--- config.mk ---
export PLATFORM = sky130hd
export DESIGN_NAME = quad_encoder_tx_flat
export DESIGN_NICKNAME = d
export VERILOG_FILES = /design/src/rtl/quad_encoder_tx_pkg.sv /design/src/rtl/quad_encoder_tx_if.sv /design/src/rtl/quad_encoder_tx_phase_timer.sv /design/src/rtl/quad_encoder_tx.sv /design/src/flat_wrapper.sv
export SDC_FILE = /design/constraint.sdc
export NUM_CORES = 1
export LEC_CHECK = 0
export CAP_MARGIN = 10
export CORE_MARGIN = 1
export CORE_UTILIZATION = 57
export DETAILED_ROUTE_END_ITERATION = 8
export PLACE_DENSITY = 0.86
export RECOVER_POWER = 100
export SLEW_MARGIN = 5
export SYNTH_ARGS = -nofsm -noshare
export SYNTH_HDL_FRONTEND = slang
export SYNTH_HIERARCHICAL = 1
export SYNTH_SLANG_ARGS = --single-unit
--- constraint.sdc ---
create_clock -name wb_clk_i -period 5.5 [get_ports wb_clk_i]
set_input_delay 1.1 -clock wb_clk_i [delete_from_list [all_inputs] [get_ports wb_clk_i]]
set_output_delay 1.1 -clock wb_clk_i [all_outputs]
set_load 0.02 [all_outputs]
--- src/rtl/quad_encoder_tx_pkg.sv ---
`default_nettype none
// ============================================================================
// Module      : quad_encoder_pkg
// Description : Shared types and constants for the quadrature encoder
//               transmitter: FSM state encoding, rest level of the A/B pins
//               and the clockwise / counter-clockwise Gray sequences.
// Revision    : 1.0 - initial release
// ============================================================================
package quad_encoder_pkg;

    typedef enum logic [1:0] {
        IDLE  = 2'd0,
        PHASE = 2'd1,
        DONE  = 2'd2
    } state_t;

    // Both contacts open: pulled-up rest level between detents.
    localparam logic [1:0] REST_AB = 2'b11;

    // Index 0 is the detent rest position; entries are {A,B}.
    // CW : 11 -> 01 -> 00 -> 10 (A leads)
    // CCW: 11 -> 10 -> 00 -> 01 (B leads)
    localparam logic [3:0][1:0] C_CW_GRAY  = {2'b10, 2'b00, 2'b01, REST_AB};
    localparam logic [3:0][1:0] C_CCW_GRAY = {2'b01, 2'b00, 2'b10, REST_AB};

    function automatic logic [1:0] gray_ab(input logic dir, input logic [1:0] idx);
        return dir ? C_CW_GRAY[idx] : C_CCW_GRAY[idx];
    endfunction

endpackage
`default_nettype wire

--- src/rtl/quad_encoder_tx_if.sv ---
`default_nettype none
// ============================================================================
// Module      : quad_encoder_tx_if
// Description : Command handshake between a stimulus source (master) and the
//               quadrature encoder transmitter (slave).
//               cmd_valid/cmd_ready : valid/ready handshake
//               cmd_dir             : 1 = CW, 0 = CCW
//               cmd_steps           : number of detents to emit (0 is legal)
// Revision    : 1.0 - initial release
// ============================================================================
interface quad_encoder_tx_if #(
    parameter int STEPS_W = 8
);
    logic               cmd_valid;
    logic               cmd_ready;
    logic               cmd_dir;
    logic [STEPS_W-1:0] cmd_steps;

    modport master (output cmd_valid, output cmd_dir, output cmd_steps, input  cmd_ready);
    modport slave  (input  cmd_valid, input  cmd_dir, input  cmd_steps, output cmd_ready);

endinterface
`default_nettype wire

--- src/rtl/quad_encoder_tx_phase_timer.sv ---
`default_nettype none
// ============================================================================
// Module      : quad_phase_timer
// Description : Prescaler that emits a one-cycle tick every PHASE_CYCLES
//               enabled cycles. A clear restarts the count at zero so the
//               first tick lands exactly PHASE_CYCLES cycles later.
//   clk     : clock
//   rst     : synchronous active-high reset
//   i_clear : restart the count
//   i_en    : count enable
//   o_tick  : one-cycle pulse on the last count of each period
// Revision    : 1.0 - initial release
// ============================================================================
module quad_phase_timer #(
    parameter int PHASE_CYCLES = 1000
) (
    input  wire logic clk,
    input  wire logic rst,
    input  wire logic i_clear,
    input  wire logic i_en,
    output logic      o_tick
);

    localparam int                 C_CNT_W = (PHASE_CYCLES > 1) ? $clog2(PHASE_CYCLES) : 1;
    localparam logic [C_CNT_W-1:0] C_LAST  = C_CNT_W'(PHASE_CYCLES - 1);

    logic [C_CNT_W-1:0] r_cnt;
    logic               w_wrap;

    assign w_wrap = (r_cnt == C_LAST);
    assign o_tick = i_en && w_wrap;

    always_ff @(posedge clk) begin
        if (rst || i_clear) begin
            r_cnt <= '0;
        end else if (i_en) begin
            r_cnt <= w_wrap ? '0 : r_cnt + C_CNT_W'(1);
        end
    end

endmodule
`default_nettype wire

--- src/rtl/quad_encoder_tx.sv ---
`default_nettype none
// ============================================================================
// Module      : quad_encoder_tx
// Description : Quadrature encoder transmitter. Turns detent commands into
//               Gray-coded A/B waveforms and keeps a signed detent position.
//   wb_clk_i, wb_rst_i : clock, synchronous active-high reset
//   cmd (slave)        : command handshake (dir, steps)
//   abort              : finish the current detent, then stop
//   pos_clear          : zero the position counter (wins over a detent step)
//   rotary_a/rotary_b  : quadrature outputs, straight from flops
//   busy/done/aborted  : command status; aborted qualifies done
//   pos_count          : signed detent position, two's-complement wrap
// Revision    : 1.0 - initial release
// ============================================================================
module quad_encoder_tx
    import quad_encoder_pkg::*;
#(
    parameter int PHASE_CYCLES = 1000,
    parameter int STEPS_W      = 8,
    parameter int POS_W        = 16
) (
    input  wire logic           wb_clk_i,
    input  wire logic           wb_rst_i,
    quad_encoder_tx_if.slave    cmd,
    input  wire logic           abort,
    input  wire logic           pos_clear,
    output logic                rotary_a,
    output logic                rotary_b,
    output logic                busy,
    output logic                done,
    output logic                aborted,
    output logic [POS_W-1:0]    pos_count
);

    state_t             r_state;
    state_t             w_state_nxt;
    logic [1:0]         r_ab;
    logic [1:0]         r_phase;
    logic [1:0]         w_phase_nxt;
    logic               r_dir;
    logic               r_abort;
    logic               r_aborted;
    logic [STEPS_W-1:0] r_remaining;
    logic [POS_W-1:0]   r_pos;
    logic               w_accept;
    logic               w_in_phase;
    logic               w_tick;
    logic               w_detent_end;
    logic               w_abort_any;
    logic               w_last;

    assign w_accept     = cmd.cmd_valid && (r_state == IDLE);
    assign w_in_phase   = (r_state == PHASE);
    assign w_phase_nxt  = r_phase + 2'd1;
    // Phase index 3 -> 0 is the step back to rest, i.e. a finished detent.
    assign w_detent_end = w_tick && (r_phase == 2'd3);
    // Abort raised on the boundary edge itself still stops at that boundary.
    assign w_abort_any  = r_abort || abort;
    assign w_last       = (r_remaining == STEPS_W'(1));

    quad_phase_timer #(
        .PHASE_CYCLES (PHASE_CYCLES)
    ) u_timer (
        .clk     (wb_clk_i),
        .rst     (wb_rst_i),
        .i_clear (w_accept),
        .i_en    (w_in_phase),
        .o_tick  (w_tick)
    );

    // ------------------------------------------------------------------
    // FSM
    // ------------------------------------------------------------------
    always_ff @(posedge wb_clk_i) begin
        if (wb_rst_i) begin
            r_state <= IDLE;
        end else begin
            r_state <= w_state_nxt;
        end
    end

    always_comb begin
        w_state_nxt = r_state;
        case (r_state)
            IDLE: begin
                if (w_accept) begin
                    w_state_nxt = (cmd.cmd_steps == '0) ? DONE : PHASE;
                end
            end
            PHASE: begin
                if (w_detent_end && (w_last || w_abort_any)) begin
                    w_state_nxt = DONE;
                end
            end
            DONE:    w_state_nxt = IDLE;
            default: w_state_nxt = IDLE;
        endcase
    end

    // ------------------------------------------------------------------
    // Waveform, step count and abort bookkeeping
    // ------------------------------------------------------------------
    always_ff @(posedge wb_clk_i) begin
        if (wb_rst_i) begin
            r_ab        <= REST_AB;
            r_phase     <= 2'd0;
            r_dir       <= 1'b0;
            r_remaining <= '0;
            r_abort     <= 1'b0;
            r_aborted   <= 1'b0;
        end else if (w_accept) begin
            r_dir       <= cmd.cmd_dir;
            r_remaining <= cmd.cmd_steps;
            r_phase     <= 2'd0;
            r_abort     <= 1'b0;
            r_aborted   <= 1'b0;
        end else if (w_in_phase) begin
            if (abort) begin
                r_abort <= 1'b1;
            end
            if (w_tick) begin
                r_phase <= w_phase_nxt;
                r_ab    <= gray_ab(r_dir, w_phase_nxt);
            end
            if (w_detent_end) begin
                r_remaining <= r_remaining - STEPS_W'(1);
                // Only an early stop counts as aborted.
                r_aborted   <= w_abort_any && !w_last;
            end
        end
    end

    always_ff @(posedge wb_clk_i) begin
        if (wb_rst_i || pos_clear) begin
            r_pos <= '0;
        end else if (w_detent_end) begin
            r_pos <= r_dir ? r_pos + POS_W'(1) : r_pos - POS_W'(1);
        end
    end

    assign cmd.cmd_ready = (r_state == IDLE);
    assign busy          = (r_state != IDLE);
    assign done          = (r_state == DONE);
    assign aborted       = done && r_aborted;
    assign rotary_a      = r_ab[1];
    assign rotary_b      = r_ab[0];
    assign pos_count     = r_pos;

endmodule
`default_nettype wire

--- src/flat_wrapper.sv ---
// flat-port wrapper written by rule: the top's interface ports become plain ports
module quad_encoder_tx_flat import quad_encoder_pkg::*;
#(
    parameter int PHASE_CYCLES = 1000,
    parameter int STEPS_W      = 8,
    parameter int POS_W        = 16
)
  (wb_clk_i, wb_rst_i, abort, pos_clear, rotary_a, rotary_b, busy, done, aborted, pos_count, cmd_cmd_valid, cmd_cmd_dir, cmd_cmd_steps, cmd_cmd_ready);
  quad_encoder_tx_if #(.STEPS_W(STEPS_W)) cmd_i ();
  input  wire logic wb_clk_i;
  input  wire logic wb_rst_i;
  input  wire logic abort;
  input  wire logic pos_clear;
  output logic rotary_a;
  output logic rotary_b;
  output logic busy;
  output logic done;
  output logic aborted;
  output logic [POS_W-1:0] pos_count;
  input wire logic [$bits(cmd_i.cmd_valid)-1:0] cmd_cmd_valid;
  input wire logic [$bits(cmd_i.cmd_dir)-1:0] cmd_cmd_dir;
  input wire logic [$bits(cmd_i.cmd_steps)-1:0] cmd_cmd_steps;
  output wire logic [$bits(cmd_i.cmd_ready)-1:0] cmd_cmd_ready;
  assign cmd_i.cmd_valid = cmd_cmd_valid;
  assign cmd_i.cmd_dir = cmd_cmd_dir;
  assign cmd_i.cmd_steps = cmd_cmd_steps;
  assign cmd_cmd_ready = cmd_i.cmd_ready;
  quad_encoder_tx #(.PHASE_CYCLES(PHASE_CYCLES), .STEPS_W(STEPS_W), .POS_W(POS_W)) u_core (.wb_clk_i(wb_clk_i), .wb_rst_i(wb_rst_i), .cmd(cmd_i), .abort(abort), .pos_clear(pos_clear), .rotary_a(rotary_a), .rotary_b(rotary_b), .busy(busy), .done(done), .aborted(aborted), .pos_count(pos_count));
endmodule
### After elaboration in Yosys (flattened, before gate mapping)

Cells that the tools add are included.

| storage, ports and cells | value |
|---|---|
| flip-flop bits (word level) | 43 |
| input port bits | 14 |
| output and inout bits | 22 |

| cells by class | value |
|---|---|
| $add $sub $neg | 5 |
| magnitude comparators | 1 |
| eq/ne operators | 7 |
| multiplexer cells | 14 |
| bitwise operators | 1 |
| reductions and logical operators | 23 |

Operator list:

| cell | count |
|---|---|
| $mux W8 | 3 |
| $add A16 B1 Y16 const B | 1 |
| $mux W16 | 1 |
| $sub A16 B1 Y16 const B | 1 |
| $mux W2 | 6 |
| $add A10 B1 Y10 const B | 1 |
| $eq A10 B10 Y1 const B | 1 |
| $mux W10 | 1 |
| $reduce_and A2 Y1 | 5 |
| $bmux W2 S2 | 2 |
| $eq A8 B1 Y1 const B | 1 |
| $logic_not A8 Y1 | 1 |
| $sub A8 B1 Y8 const B | 1 |
| $logic_and A1 B1 Y1 | 6 |
| $reduce_bool A2 Y1 | 3 |
| $eq A2 B2 Y1 const B | 2 |
| $logic_or A1 B1 Y1 | 4 |
| $ne A2 B1 Y1 const B | 2 |
| $pmux W2 S2 | 1 |
| $lt A2 B3 Y1 const B | 1 |
| $reduce_and A3 Y1 | 1 |
| $add A2 B1 Y2 const B | 1 |
| $eq A2 B1 Y1 const B | 1 |
| $logic_not A2 Y1 | 1 |
| other kinds (3) | 3 |

### Longest topological paths before layout

Gate-level depths: netlist (run 1).

| logic depth | value |
|---|---|
| depth in word-level cells | 6 |
| gate-level depth with buffers | 12 |

### By module

Netlist (run 1), hierarchy kept.

Modules (own cells, without submodules):

| module | instances | cells an instance | area an instance (um^2) |
|---|---|---|---|
| quad_encoder_tx | 1 | 270 | 2,113.3 |
| quad_phase_timer | 1 | 54 | 475.5 |

### Worst setup path after synthesis (run 1)

No wires, ideal clock.

| path | value |
|---|---|
| path kind | input port to flip-flop |
| start | input cmd_cmd_valid |
| end | register u_core.u_timer.r_cnt[8] |
| library setup time | 0.062 ns |
| data arrival time | 2.409 ns |
| required time | 5.438 ns |
| setup slack | 3.029 ns |
| stages on the path | 6 |
| buffers on the path | 1 |
| cells stage by stage | nand2_1 inv_1 buf_1 or2_2 or4_1 nand3_1 |

| on the way | value |
|---|---|
| longest elaborated chain between the ends | 2 |

RTL lines:

| element | line | source |
|---|---|---|
| start: declaration | flat_wrapper.sv:20 | `input wire logic [$bits(cmd_i.cmd_valid)-1:0] cmd_cmd_valid;` |
| $logic_and A1 B1 Y1 | quad_encoder_tx.sv:52 | `assign w_accept = cmd.cmd_valid && (r_state == IDLE);` |
| net u_core.w_accept | quad_encoder_tx.sv:45 | `logic w_accept;` |
| $logic_or A1 B1 Y1 | quad_encoder_tx_phase_timer.sv:34 | `if (rst \|\| i_clear) begin` |
| end signal: assignment | quad_encoder_tx_phase_timer.sv:37 | `r_cnt <= w_wrap ? '0 : r_cnt + C_CNT_W'(1);` |
| end: declaration | quad_encoder_tx_phase_timer.sv:27 | `logic [C_CNT_W-1:0] r_cnt;` |

The timed path passes the listed nets, and every way through them passes these cells.
A chain may end at the register's enable or synchronous reset.

### Final worst setup path (run 1)

| path | value |
|---|---|
| start | register u_core.r_state[0] |
| end | register u_core.r_remaining[5] |

| on the way | value |
|---|---|
| longest elaborated chain between the ends | 5 |

RTL lines:

| element | line | source |
|---|---|---|
| start: declaration | quad_encoder_tx.sv:35 | `state_t r_state;` |
| start signal: assignment | quad_encoder_tx.sv:78 | `r_state <= w_state_nxt;` |
| $eq A2 B1 Y1 | quad_encoder_tx.sv:53 | `assign w_in_phase = (r_state == PHASE);` |
| $logic_and A1 B1 Y1 | quad_encoder_tx_phase_timer.sv:31 | `assign o_tick = i_en && w_wrap;` |
| net u_core.w_tick | quad_encoder_tx.sv:47 | `logic w_tick;` |
| $logic_and A1 B1 Y1 | quad_encoder_tx.sv:56 | `assign w_detent_end = w_tick && (r_phase == 2'd3);` |
| $reduce_bool A2 Y1 (no source line) | n/a |  |
| $reduce_and A2 Y1 (no source line) | n/a |  |
| end signal: assignment | quad_encoder_tx.sv:113 | `r_remaining <= cmd.cmd_steps;` |
| end signal: assignment | quad_encoder_tx.sv:126 | `r_remaining <= r_remaining - STEPS_W'(1);` |
| end: declaration | quad_encoder_tx.sv:43 | `logic [STEPS_W-1:0] r_remaining;` |

The timed path passes the listed nets, and every way through them passes these cells.

==> results of run 1 <==
sequential cells by signal, summed over array words and instances, names as in the netlist:
register,flops
u_core/r_remaining,8
u_core/r_abort,1
u_core/pos_count,16
u_core/r_state,2
u_core/r_dir,1
u_core/r_ab,2
u_core/u_timer/r_cnt,10
u_core/r_aborted,1
u_core/r_phase,2
stage by stage:
stage | setup slack [ns] | hold slack [ns] | instances | total power, mW
final | 2.05 | 0.462 | 408 | 0.632
after global routing | 1.64 | 0.495 | 408 | 0.659
after CTS | 2.25 | 0.473 | 408 | 0.636
after detailed placement | 2.25 | 0.454 | 401 | 0.433
after global placement | 2.43 | 0.459 | 401 | 0.430
after floorplan | 3.03 | 0.450 | 324 | 0.402
worst paths after layout:
kind	to	slack, ns
setup reg to reg	u_core/r_remaining[5]	2.05
setup / recovery	u_core/r_remaining[5]	2.05
hold reg to reg	u_core/r_ab[1]	0.46
hold / removal	u_core/r_ab[1]	0.46
kinds of logic (layout without fill, tap and decap cells):
logic type / Yosys count / count (layout) / share of synthesized area
and+or+nand+nor: 140 / 140 / 0.264
AOI/OAI and AO/OA: 77 / 77 / 0.191
DFF: 43 / 43 / 0.333
buffers and inverters: 20 / 52 / 0.0290
adders and majority gates: 19 / 19 / 0.0947
xor gates and xnor gates: 18 / 18 / 0.0609
muxes: 7 / 7 / 0.0271
cells in the mapped netlist (5+ instances only):
| master | instances |
|---|---|
| dfxtp_1 | 43 |
| nand2_1 | 40 |
| o21ai_0 | 10 |
| nor2_1 | 46 |
| a21oi_1 | 30 |
| mux2i_1 | 7 |
| nor4_1 | 5 |
| nand4_1 | 5 |
| nand3_1 | 11 |
| inv_1 | 10 |
| a21o_1 | 6 |
| xor2_1 | 11 |
| ha_1 | 18 |
| xnor2_1 | 7 |
| nor3_1 | 8 |
| clkbuf_1 | 8 |
layout make-up:
class / count / area [um2]
Inverter: 10 / 37.5
Clock buffer: 6 / 82.6
Sequential cell: 43 / 861
Tap cell: 52 / 65.1
Timing Repair Buffer: 35 / 350
Clock inverter: 1 / 5.00
Multi-Input combinational cell: 261 / 1650
Fill cell: 356 / 1310
power groups by stage:
stage | clock [mW] | combinational (mW) | sequential, mW
after floorplan | 0 | 0.0706 | 0.332
after global placement | 0 | 0.0965 | 0.333
after detailed placement | 0 | 0.0991 | 0.334
after CTS | 0.210 | 0.100 | 0.327
after global routing | 0.221 | 0.111 | 0.328
final | 0.206 | 0.0990 | 0.327
critical path, stage by stage (launching register included):
cell	delay (ns)
dfxtp_1	0.38
nor2b_1	0.56
and2_2	0.30
nand4_1	0.19
nor2_1	0.22
and2_0	0.66
nand2_1	0.37
nor4_1	0.33
mux2i_1	0.23
a21oi_1	0.05
nor2_1	0.09
per-layer routing:
| layer | wire [um] | up-vias | global-route usage |
|---|---|---|---|
| met5 | 0 | - | 0 |
| li1 | - | 1226 | - |
| met4 | 58 | 0 | 0.0544 |
| met1 | 2570 | 1130 | 0.302 |
| met2 | 2840 | 47 | 0.453 |
| met3 | 212 | 7 | 0.0480 |
==> impl_metrics.yaml, run 1 <==
finish:
  finish.instance_area_mm2: 0.00305
  diodes: 0
  most-common-layout-cells: "nor2_1, dfxtp_1, nand2_1"
  num-nets-final: 389
  final_util: 0.700
  syn_to_final_growth_pct: 17.7
  drive_gt1_frac: 0.0449
  final_common_cell: "nor2_1"
synth:
  ys_ff_latch: 43
  synthFlopType: "dfxtp_1"
  ys_warn_count: 6
  synth_cell_type_count: 51
  synth_area_mm2: 0.00259
  syn_nets: 357
  yosys.area.top_type: "dfxtp_1"
  synth_edf_count: 0
  synth_top_area_share: 0.333
  avgSynthCellArea_um2: 7.99
  synth_area_leaders: "dfxtp_1, ha_1, nor2_1, a21oi_1, nand2_1"
  syn_inst: 324
  postSynth.asyncResetShare: 0
  synth_seq_area_share: 0.333
worst_setup_path:
  critPathArrivalTime_ns: 3.67
  critPathKind: "flip-flop to flip-flop"
  cp-startpoint: "u_core/r_state[0]"
  r2r_start: "u_core/r_state[0]"
  r2r_cells: 10
  cp-end-kind: "flip-flop"
  cp_max_fo: 15
  startpoint_type: "flip-flop"
  crit_required_ns: 5.72
grt:
  grt_overflow_total: 0
  antenna_found_initial: 0
  grt_util_all_layers: 0.249
  first_global_vias: 2301
  grt_max_degree: 23
  grt_pass1_wl_um: 9930
timing:
  finalCriticalPeriod_ns: 3.45
  relSlewSlack: 0.480
  setup_viol: 0
  tightest_slew_ns: 0.779
  fmax_mhz: 290
  finalCritPeriodShare: 0.627
  slew_violations: 0
  hold_viol: 0
  rsz0062_at_grt: "false"
  fin_tns_setup_ns: 0
  finClkSkew_ns: 0.00583
placed_design:
  dp_hpwl_um: 4110
  finalWeightedCongestion: 0.881
  port_buffers: 35
  dpl-instance-area_mm2: 0.00297
pwr:
  power.internal_mw: 0.460
  p_leak_nw: 1.24
  p_sw_frac: 0.273
  p_clk_frac: 0.326
  total_switching_power_mw: 0.172
  combPwrFrac: 0.157
  irDropWorstVdd_v: 0.000140
  power_density_mw_per_mm2: 207
  sequentialPowerShare: 0.517
min_path:
  min_path_cells: 1
  hold_start: "u_core/r_ab[1]"
  hold_class: "flip-flop to flip-flop"
die:
  coreArea_mm2: 0.00435
  die-area_mm2: 0.00481
  die_h_um: 69.4
  rows: 24
  io_pins: 36
  start_util: 0.595
  die_w_um: 69.4
clock_network:
  ctsResizeCount: 0
  cts-root-buf: "clkbuf_8"
  clock-sinks: 43
  cts_setup_buffers: 0
  path_clk_slew_ns: 0.08
  tritoncts: "built"
  insertion_delay_ns: 0.29
  h-tree-depth: 2
  cts_buffer_depth: 2
  holdBufCountCts: 0
  numCtsBuffers: 5
run:
  maxCapViolCount: 0
run_status:
  outcome: "finished clean"
routing:
  num_vias: 2410
  wl_per_cell_um: 13.9
  detail-route-antenna-nets: 0
  drc_errors: 0
  first_pass_iters: 4
  finalWirelength_um: 5680
  viasPerCell: 5.91
  first_iter_violations: 204
Power figures use the tool's default switching activity.
==> run 2: changes to the inputs <==
--- a/config.mk
+++ b/config.mk
@@ -7,9 +7,9 @@
 export LEC_CHECK = 0
 export CAP_MARGIN = 10
 export CORE_MARGIN = 1
-export CORE_UTILIZATION = 57
+export CORE_UTILIZATION = 55
 export DETAILED_ROUTE_END_ITERATION = 8
-export PLACE_DENSITY = 0.86
+export PLACE_DENSITY = 0.83
 export RECOVER_POWER = 100
 export SLEW_MARGIN = 5
 export SYNTH_ARGS = -nofsm -noshare
==> constraint.sdc (replaced) <==
create_clock -name wb_clk_i -period 3.59 [get_ports wb_clk_i]
set_input_delay 0.718 -clock wb_clk_i [delete_from_list [all_inputs] [get_ports wb_clk_i]]
set_output_delay 0.718 -clock wb_clk_i [all_outputs]
set_load 0.02 [all_outputs]
==> run 2 against run 1 <==
- routed wire length shrank 0.14%
- combinational power increased by 55%
- count of clock-buffer cells in the layout did not move
- critical path depth grew 1
- via count increased by 1.4%
- the flow now finishes with violations (DRC)
- clock skew rose by 0.0039 ns
- non-clock buffer count increased by 3
- hold slack barely moved
- total power rose by 54%
- die area rose by 3.5%
- largest cell class unchanged
- maximum frequency grew 20%
==> impl_metrics.yaml, run 2 (same netlist as run 1, synthesis figures left out) <==
run_status:
  outcome: "finished, violations left"
  violations: "DRC"
timing:
  fin_ws_ns: 0.710
  setup_viol: 0
  fmax_mhz: 347
  slew_violations: 0
  fin_tns_setup_ns: 0
  rsz0062_at_grt: "false"
  hold_viol: 0
  finalCritPeriodShare: 0.802
  tightest_slew_ns: 0.679
  finalCriticalPeriod_ns: 2.88
  relSlewSlack: 0.548
  finClkSkew_ns: 0.00968
finish:
  diodes: 0
  most-common-layout-cells: "nor2_1, dfxtp_1, nand2_1"
  drive_gt1_frac: 0.0474
  final_common_cell: "nor2_1"
  register_area_um2: 861
  syn_to_final_growth_pct: 18.4
  largest_reg_flops: 16
  multiInputGateArea_mm2: 0.00165
  finish.instance_area_mm2: 0.00307
  num-nets-final: 392
  fill_cells: 403
  stdcell_count: 411
worst_setup_path:
  cp-startpoint: "u_core/r_state[0]"
  critPathArrivalTime_ns: 3.12
  r2r_cells: 11
  crit_required_ns: 3.83
  startpoint_type: "flip-flop"
  r2r_setup_slack_ns: 0.71
  crit_chain: "nor2b_1 -> buf_4 -> and2_0 -> nand4_1 -> nor2_1 -> and2_1 -> nand2_1 -> nor4_1 -> mux2i_1 -> a21oi_1 -> nor2_1"
  critPathKind: "flip-flop to flip-flop"
  slowest_stage: "and2_1"
  path_depth: 11
  crit_top_cell: "nor2_1"
  worstReg2RegEnd: "u_core/r_remaining[5]"
  cp_top_family: "simple AND/OR/NAND/NOR gates"
  cp-end-kind: "flip-flop"
  cp_max_fo: 15
  slowest_delay_ns: 0.51
  crit_end: "u_core/r_remaining[5]"
  path_buf_inv: 1
  r2r_start: "u_core/r_state[0]"
clock_network:
  path_clk_slew_ns: 0.08
  numCtsBuffers: 5
  cts-root-buf: "clkbuf_8"
  clock-sinks: 43
  cts_buffer_depth: 2
  insertion_delay_ns: 0.30
  ctsResizeCount: 0
  cts_setup_buffers: 0
  h-tree-depth: 2
  tritoncts: "built"
  holdBufCountCts: 0
grt:
  first_global_vias: 2227
  antenna_found_initial: 0
  grt_max_degree: 23
  grt_pass1_wl_um: 9830
  grt_overflow_total: 0
  grt_util_all_layers: 0.244
placed_design:
  finalWeightedCongestion: 0.906
  dpl-instance-area_mm2: 0.00299
  port_buffers: 35
  dp_hpwl_um: 4090
  placed_cells: 404
  post-place-ws_ns: 0.800
run:
  maxCapViolCount: 0
die:
  start_util: 0.582
  die-area_mm2: 0.00499
  die_w_um: 70.6
  die_h_um: 70.6
  rows: 24
  io_pins: 36
  coreArea_mm2: 0.00444
routing:
  finalWirelength_um: 5670
  first_pass_iters: 6
  num_vias: 2443
  drc_errors: 4
  wl_per_cell_um: 13.8
  detail-route-antenna-nets: 0
  viasPerCell: 5.94
  first_iter_violations: 183
pwr:
  power_density_mw_per_mm2: 318
  irDropWorstVdd_v: 0.000331
  p_leak_nw: 1.25
min_path:
  hold_class: "flip-flop to flip-flop"
run 2: cell count changes in the layout (fill, tap and decap cells not counted), sizes merged:
cell / change
clkbuf: +1
buf: +2
run 2: stage by stage:
step / util / hold WS [ns] / total power, mW
finish: 0.690 / 0.462 / 0.974
global route: 0.690 / 0.491 / 1.02
CTS: 0.692 / 0.476 / 0.982
detailed placement: 0.673 / 0.452 / 0.665
global placement: 0.673 / 0.451 / 0.662
floorplan: - / 0.450 / 0.617
run 2: worst min path at each step:
stage	start	end	slack [ns]	cells after the start
6_report	u_core/r_ab[1]	u_core/r_ab[1]	0.46	1
5_1_grt	u_core/r_ab[1]	u_core/r_ab[1]	0.49	1
4_1_cts	u_core/r_ab[0]	u_core/r_ab[0]	0.48	1
3_5_place_dp	u_core/r_ab[0]	u_core/r_ab[0]	0.45	1
3_3_place_gp	u_core/r_ab[0]	u_core/r_ab[0]	0.45	1
2_1_floorplan	u_core/r_state[1]	u_core/r_state[1]	0.45	1
run 2: power breakdown:
part	leakage [nW]	switching, mW	internal [mW]
sequential	0.348	0.0133	0.487
combinational	0.858	0.0857	0.0675
clock	0.0470	0.169	0.151
run 2: layout make-up:
type	count	share of cell area
multi-input cells	261	0.537
flip-flops and latches	43	0.281
well taps	52	0.0212
clock inverters	1	0.00163
inverters	10	0.0122
repair buffers	38	0.120
clock buffers	6	0.0269
run 2: worst register-to-register path, cell delays in order (launching register included):
cell,delay (ns)
dfxtp_1,0.37
nor2b_1,0.14
buf_4,0.18
and2_0,0.22
nand4_1,0.21
nor2_1,0.20
and2_1,0.51
nand2_1,0.32
nor4_1,0.30
mux2i_1,0.23
a21oi_1,0.05
nor2_1,0.09
run 2: routing by layer:
metal  vias up  share of wire  track usage
met1      1144           0.46        0.302
met2        57           0.48        0.436
met4         0          0.013       0.0778
li1       1233              -            -
met5         -              0            0
met3         9          0.040       0.0385
==> run 3: changes to the inputs <==
==> constraint.sdc (replaced) <==
create_clock -name wb_clk_i -period 2.8 [get_ports wb_clk_i]
set_input_delay 0.56 -clock wb_clk_i [delete_from_list [all_inputs] [get_ports wb_clk_i]]
set_output_delay 0.56 -clock wb_clk_i [all_outputs]
set_load 0.02 [all_outputs]
==> run 3 against run 2 <==
- the flow still finishes with violations (DRC)
- cell count rose by 1.2%
- sequential power rose by 28%
- maximum frequency rose by 21%
- non-clock buffer count rose by 4
- routed wire length barely moved
- critical path depth fell by 2
==> impl_metrics.yaml, run 3 (same netlist as run 1, synthesis figures left out) <==
run_status:
  violations: "DRC"
  outcome: "finished, violations left"
routing:
  wl_per_cell_um: 13.6
  viasPerCell: 5.90
  detail-route-antenna-nets: 0
  first_pass_iters: 6
  num_vias: 2454
  first_iter_violations: 180
  finalWirelength_um: 5660
  drc_errors: 4
timing:
  hold_viol: 0
  hold_ws_ns: 0.463
  setup_viol: 0
  rsz0062_at_grt: "false"
  fin_tns_setup_ns: 0
  fmax_mhz: 419
  finClkSkew_ns: 0.0112
  tightest_slew_ns: 0.658
  slew_violations: 0
  relSlewSlack: 0.561
  finalCritPeriodShare: 0.852
  finalCriticalPeriod_ns: 2.39
finish:
  syn_to_final_growth_pct: 19.2
  largest_reg_flops: 16
  finish.instance_area_mm2: 0.00309
  final_util: 0.695
  final_common_cell: "nor2_1"
  drive_gt1_frac: 0.0549
  diodes: 0
  num-nets-final: 396
  fill_cells: 368
  most-common-layout-cells: "nor2_1, dfxtp_1, nand2_1"
clock_network:
  insertion_delay_ns: 0.29
  tritoncts: "built"
  cts_setup_buffers: 0
  cts_buffer_depth: 2
  path_clk_slew_ns: 0.09
  holdBufCountCts: 0
  cts-root-buf: "clkbuf_8"
  numCtsBuffers: 5
  h-tree-depth: 2
  clock-sinks: 43
  ctsResizeCount: 0
die:
  io_pins: 36
  die_w_um: 70.6
  die-area_mm2: 0.00499
  rows: 24
  coreArea_mm2: 0.00444
  start_util: 0.582
  die_h_um: 70.6
grt:
  first_global_vias: 2247
  grt_overflow_total: 0
  grt_util_all_layers: 0.236
  grt_max_degree: 20
  grt_pass1_wl_um: 9580
  antenna_found_initial: 0
pwr:
  p_clk_frac: 0.314
  irDropWorstVdd_v: 0.000332
  p_leak_nw: 1.26
  combPwrFrac: 0.164
  total_switching_power_mw: 0.340
  power_density_mw_per_mm2: 398
  sequentialPowerShare: 0.522
  power.internal_mw: 0.888
  p_sw_frac: 0.277
run:
  maxCapViolCount: 0
worst_setup_path:
  crit_required_ns: 2.98
  critPathArrivalTime_ns: 2.57
  crit_chain: "inv_1 -> ha_1 -> a21o_1 -> a21oi_1 -> a21oi_1 -> o31ai_1 -> a21oi_1 -> xnor2_1 -> a21oi_1"
  slowest_delay_ns: 0.39
  critPathKind: "flip-flop to flip-flop"
  slowest_stage: "o31ai_1"
  cp_max_fo: 9
  startpoint_type: "flip-flop"
  cp-end-kind: "flip-flop"
  crit_top_cell: "a21oi_1"
placed_design:
  dpl-instance-area_mm2: 0.00302
  dp_hpwl_um: 4170
  port_buffers: 35
  finalWeightedCongestion: 0.877
min_path:
  hold_class: "flip-flop to flip-flop"
## run 3: cell count changes in the layout (fill, tap and decap cells not counted), sizes merged
cell	previous run	this run
clkbuf	7	9
clkinvlp	0	1
buf	2	4
## run 3: power by group through the flow
stage	Combinational, mW	Sequential, mW	Clock [mW]
after CTS	0.206	0.640	0.402
after detailed placement	0.205	0.654	0
after global placement	0.201	0.654	0
final	0.201	0.641	0.386
after floorplan	0.139	0.652	0
after global routing	0.222	0.643	0.427
## run 3: final timing paths
path	from	to	slack [ns]	depth (start not counted)
hold reg to reg	u_core/r_ab[0]	u_core/r_ab[0]	0.46	1
setup reg to reg	u_core/r_dir	u_core/pos_count[14]	0.41	9
hold / removal	u_core/r_ab[0]	u_core/r_ab[0]	0.46	1
setup / recovery	u_core/r_dir	u_core/pos_count[14]	0.41	9
## run 3: layout make-up
| cell class | instances | area [um2] | area share |
|---|---|---|---|
| clock buffers | 6 | 72.6 | 0.0235 |
| well taps | 52 | 65.1 | 0.0211 |
| clock inverters | 2 | 12.5 | 0.00405 |
| flip-flops and latches | 43 | 861 | 0.279 |
| multi-input cells | 261 | 1650 | 0.533 |
| repair buffers | 42 | 392 | 0.127 |
| inverters | 10 | 37.5 | 0.0122 |
## run 3: critical path, delay by kind of cell, from the launching register on
kind | cells | cell delay (ns)
DFF | 1 | 0.31
buffers and inverters | 1 | 0.24
AOI/OAI and AO/OA | 6 | 1.18
adders and majority gates | 1 | 0.36
xor gates and xnor gates | 1 | 0.20
## run 3: routing by layer
layer,track usage,part of all wire,vias up
li1,-,-,1245
met1,0.283,0.45,1123
met2,0.427,0.49,78
met3,0.0413,0.042,8
met4,0.0800,0.013,0
met5,0,0,-
## run 3: stage by stage
step / worst slack, ns / cells / total power, mW
2_1_floorplan: 0.376 / 324 / 0.791
3_3_place_gp: 0.512 / 408 / 0.854
3_5_place_dp: 0.450 / 408 / 0.859
4_1_cts: 0.435 / 416 / 1.25
5_1_grt: 0.158 / 416 / 1.29
6_report: 0.414 / 416 / 1.23
